--- config.mk ---
export PLATFORM = sky130hd
export DESIGN_NAME = im_arbiter
export DESIGN_NICKNAME = d
export VERILOG_FILES = /design/src/rtl/im_arbiter.sv
export SDC_FILE = /design/constraint.sdc
export NUM_CORES = 1
export LEC_CHECK = 0
export ABC_AREA = 1
export CAP_MARGIN = 20
export CELL_PAD_IN_SITES_DETAIL_PLACEMENT = 2
export CELL_PAD_IN_SITES_GLOBAL_PLACEMENT = 2
export CORE_MARGIN = 4
export CORE_UTILIZATION = 10
export CTS_CLUSTER_DIAMETER = 30
export DETAILED_ROUTE_END_ITERATION = 7
export PLACE_DENSITY = 0.95
export REMOVE_ABC_BUFFERS = 1
export SYNTH_ARGS = -nofsm -noshare
export SYNTH_HDL_FRONTEND = slang
export SYNTH_SLANG_ARGS = --single-unit
--- constraint.sdc ---
create_clock -name cpu_clk_50M -period 0.8 [get_ports cpu_clk_50M]
set_input_delay 0.2 -clock cpu_clk_50M [delete_from_list [all_inputs] [get_ports cpu_clk_50M]]
set_output_delay 0.2 -clock cpu_clk_50M [all_outputs]
set_load 0.005 [all_outputs]
--- src/rtl/im_arbiter.sv ---
// im_arbiter: shares the single IM BRAM port between IF fetch and loader.
// Loader/LOAD phase is built only when IM_LOADER_EN is defined.
package im_pkg;
  typedef logic [11:0] im_addr_t;
  typedef logic [31:0] inst_t;
endpackage

module im_arbiter
  import im_pkg::*;
#(
  parameter int STARVE_MAX = 15
) (
  input  logic     cpu_clk_50M,
  input  logic     cpu_rst_n,
  input  logic     if_req,
  input  im_addr_t if_addr,
  output logic     if_stall,
  output logic     if_rvalid,
  input  logic     ld_valid,
  input  im_addr_t ld_addr,
  input  inst_t    ld_data,
  output logic     ld_ready,
  input  logic     ld_done,
  input  logic     ld_start,
  output logic     load_busy,
  output im_addr_t imaddr,
  output logic     imwe,
  output inst_t    imdin,
  output logic     imce
);

  logic rd_fire;

`ifdef IM_LOADER_EN

  localparam int CW = $clog2(STARVE_MAX + 1);
  localparam logic [CW-1:0] SMAX = CW'(STARVE_MAX);

  typedef enum logic {
    ST_LOAD,
    ST_RUN
  } state_e;

  state_e        state_q;
  state_e        state_d;
  logic [CW-1:0] starve_q;
  logic [CW-1:0] starve_d;
  logic          forced;
  logic          wr_force;
  logic          rd_go;
  logic          wr_idle;

  // A pending write denied STARVE_MAX times wins the next slot.
  assign forced   = ld_valid && (starve_q == SMAX);
  assign wr_force = forced;
  assign rd_go    = if_req && !forced;
  assign wr_idle  = !if_req && ld_valid && !forced;

  assign load_busy = (state_q == ST_LOAD);

  // Phase and starvation counter registers.
  always_ff @(posedge cpu_clk_50M or negedge cpu_rst_n) begin
    if (!cpu_rst_n) begin
      state_q  <= ST_LOAD;
      starve_q <= '0;
    end else begin
      state_q  <= state_d;
      starve_q <= starve_d;
    end
  end

  // Port arbitration, next phase and next starvation count.
  always_comb begin
    state_d  = state_q;
    starve_d = starve_q;
    imce     = 1'b0;
    imwe     = 1'b0;
    imaddr   = if_addr;
    imdin    = ld_data;
    if_stall = 1'b1;
    ld_ready = 1'b0;
    rd_fire  = 1'b0;
    if (!cpu_rst_n) begin
      imce   = 1'b1;
      imaddr = '0;
      imdin  = '0;
    end else if (state_q == ST_LOAD) begin
      ld_ready = 1'b1;
      starve_d = '0;
      if (ld_valid) begin
        imce   = 1'b1;
        imwe   = 1'b1;
        imaddr = ld_addr;
      end
      if (ld_done) begin
        state_d = ST_RUN;
      end
    end else begin
      if_stall = 1'b0;
      unique case (1'b1)
        wr_force: begin
          ld_ready = 1'b1;
          if_stall = if_req;
          imce     = 1'b1;
          imwe     = 1'b1;
          imaddr   = ld_addr;
        end
        rd_go: begin
          imce    = 1'b1;
          rd_fire = 1'b1;
        end
        wr_idle: begin
          ld_ready = 1'b1;
          imce     = 1'b1;
          imwe     = 1'b1;
          imaddr   = ld_addr;
        end
        default: begin
        end
      endcase
      if (!ld_valid || ld_ready) begin
        starve_d = '0;
      end else if (starve_q != SMAX) begin
        starve_d = starve_q + 1'b1;
      end
      if (ld_start) begin
        state_d = ST_LOAD;
      end
    end
  end

`else

  logic unused_ld;
  assign unused_ld = ^{ld_valid, ld_addr, ld_data, ld_done, ld_start};

  localparam int unused_starve = STARVE_MAX;

  assign load_busy = 1'b0;

  // Fetch owns the port; reset keeps the BRAM output clear enabled.
  always_comb begin
    imce     = if_req;
    imwe     = 1'b0;
    imaddr   = if_addr;
    imdin    = '0;
    if_stall = 1'b0;
    ld_ready = 1'b0;
    rd_fire  = if_req;
    if (!cpu_rst_n) begin
      imce    = 1'b1;
      imaddr  = '0;
      rd_fire = 1'b0;
    end
  end

`endif

  // Read data shows up one cycle after the fetch is served.
  always_ff @(posedge cpu_clk_50M or negedge cpu_rst_n) begin
    if (!cpu_rst_n) begin
      if_rvalid <= 1'b0;
    end else begin
      if_rvalid <= rd_fire;
    end
  end

endmodule

==> flow_summary_export.csv <==
group,metric,value,unit
critical_path,crit_path_max_incr_delay,0.13,ns
floorplanning,die-area,5250,um2
floorplanning,num_rows,23,
critical_path,cp_max_fo,5,
critical_path,crit_chain,"buf_8, buf_8, nand2_2, inv_2, buf_2",
timing,final_max_slew_viol_count,0,
place,gp_congestion,0.609,
critical_path,cp-start-kind,"input port",
synth,avgSynthCellArea,6.20,um2
routing,drc_errors,0,
synth,synth_edf_count,0,
power_and_ir_drop,fin_total_pwr,0.298,mW
power_and_ir_drop,p_leak,0.421,nW
place,dpl.hpwl,1.14,mm
critical_path,slowest_stage,"buf_8",
global_routing,grt_usage,4.36,%
global_routing,grt_pass1_vias,388,
timing,fmax,1190,MHz
synth,yosys_most_used_dff,"dfrtp_1",
floorplanning,die_h,72.5,um
routing,detail-route-antenna-nets,0,
layout,top_register,"if_rvalid",
routing,drt-initial-drc-count,0,
timing,hold_violations,0,
synth,post-synth-top-count-cell,"buf_4",
routing,dr.pass1.iters,1,
synth,synthArstFlopShare,100,%
timing,layout_worst_path_cycle_share,105,%
power_and_ir_drop,ir_worst_vdd,75.8,uV
layout,fin_nets,160,
floorplanning,start_util,10.4,%
floorplanning,ios,112,
power_and_ir_drop,p_per_area,470,nW/um2
timing,rsz0062_at_grt,"true",
layout,drive_gt1_share,42.7,%
layout,fillers,493,
global_routing,antenna_found_initial,0,
layout,syn2layout_area_growth,52.4,%
global_routing,grt_first_pass_wirelength,1.88,mm
synth,ys_seq_area_share,6.02,%
synth,ys_ff_latch,1,
global_routing,gr-total-overflow,0,
routing,wire_per_inst,8.93,um
critical_path,cp-end-kind,"output pin",
place,portBuffers,28,
synth,yosysWarnings,0,
worst_hold_path,hold_class,"input port to asynchronous set/reset pin",
synth,synth.top_cells.by_count,"36 x buf_4, 14 x inv_1, 14 x nand2_1",
run,cap_viol_max_count,0,
synth,synth_top_area_share,65.1,%
floorplanning,die_w,72.5,um
critical_path,cp_top_family,"buffers and inverters",
critical_path,arrival,0.64,ns
global_routing,grt_max_degree,7,
routing,route.vias.total,373,
routing,viasPerCell,2.55,
layout,largest_reg_flops,1,
timing,finalSetupViolCount,12,
timing,period_needed,0.840,ns
timing,setup_slack,-0.0403,ns
layout,fin_util,15.8,%
synth,synthesis.area,415,um2
synth,synth.area.top_cells,"buf_4 65%, inv_1 13%, nand2_1 13%",
critical_path,required,0.60,ns
critical_path,crit_type,"input port to output pin",
synth,synth_area_leader_cell,"buf_4",
layout,reg.largest.list,"if_rvalid: 1 flops",
critical_path,crit_path_frequent_cell,"buf_8",
synth,postSynthCellCount,67,
critical_path,critPathBufInv,4,
clocking,clkTransAtPathRegs,0,ns
synth,yosysUniqueCellTypes,6,
routing,wl,1.30,mm
run_status,outcome,"finished with violations",
run_status,violations,"negative setup slack",
floorplanning,core_area,4000,um2
layout,diodes,0,
[report_power, final]
group | internal (mW) | switching [mW]
clock | 0 | 0
sequential | 0.0540 | 0.000591
combinational | 0.114 | 0.129
[path summary, 6_finish.rpt]
| check | end | cells past startpoint | startpoint |
|---|---|---|---|
| max | imaddr[2] | 5 | cpu_rst_n |
| min | if_rvalid$_DFF_PN0_ | 2 | cpu_rst_n |
| max in group asynchronous | if_rvalid$_DFF_PN0_ | 2 | cpu_rst_n |
| min in group cpu_clk_50M | if_rvalid$_DFF_PN0_ | 3 | if_req |
[cells in the final DEF (no fill, tap or decap)]
| cell type | netlist | layout |
|---|---|---|
| conb_1 | 1 | 36 |
| nand2_2 | 0 | 11 |
| inv_2 | 0 | 9 |
| buf_2 | 0 | 10 |
| dfrtp_1 | 1 | 1 |
| inv_1 | 14 | 5 |
| dlygate4sd2_1 | 0 | 3 |
| nand2_4 | 0 | 2 |
| clkdlybuf4s15_1 | 0 | 9 |
| nand2_1 | 14 | 1 |
| buf_6 | 1 | 5 |
| buf_8 | 0 | 2 |
| clkbuf_2 | 0 | 2 |
[per-stage QoR]
| step | worst slack [ns] | instances | hold WS, ns | setup TNS [ns] | area [um2] |
|---|---|---|---|---|---|
| after floorplan | 0.251 | 65 | -0.0956 | 0 | 265 |
| after global placement | -0.896 | 145 | 0.505 | -11.32 | 623 |
| after detailed placement | -0.900 | 145 | 0.512 | -11.52 | 623 |
| after CTS | -0.0526 | 146 | 0.0971 | -0.498 | 612 |
| after global routing | -0.0646 | 146 | 0.105 | -0.644 | 633 |
| final | -0.0403 | 146 | 0.0921 | -0.361 | 633 |
[kinds of logic (layout without fill, tap and decap cells)]
logic type,after synthesis,in the layout,share of synthesized area (%)
buf+inv,51,45,80.4
flops,1,1,6.02
other cells,1,36,0.903
simple gates,14,14,12.7
[area by class of cell]
class	instances	area, um2	area share [%]
sequential	1	25.0	3.95
tap	50	62.6	9.88
timing repair buffer	31	263	41.5
multi-input combinational	50	230	36.4
inverter	14	52.6	8.30
[per-layer routing]
metal	vias to the layer above	GRT usage, %	wire length [um]
met3	0	0.831	166
met4	0	0	0
met1	166	4.62	386
met2	36	9.20	752
met5	-	0	0
li1	171	-	-
[repair_timing]
action / CTS / global route
cloned: 1 / 0
endpoints found under the hold margin: 0 / 0
hold buffers: 0 / 0
resized for setup: 101 / 17
endpoints found under the setup margin: 15 / 14
buffers inserted: 0 / 0
pin swaps: 12 / 6
(Power assumes the default switching activity.)
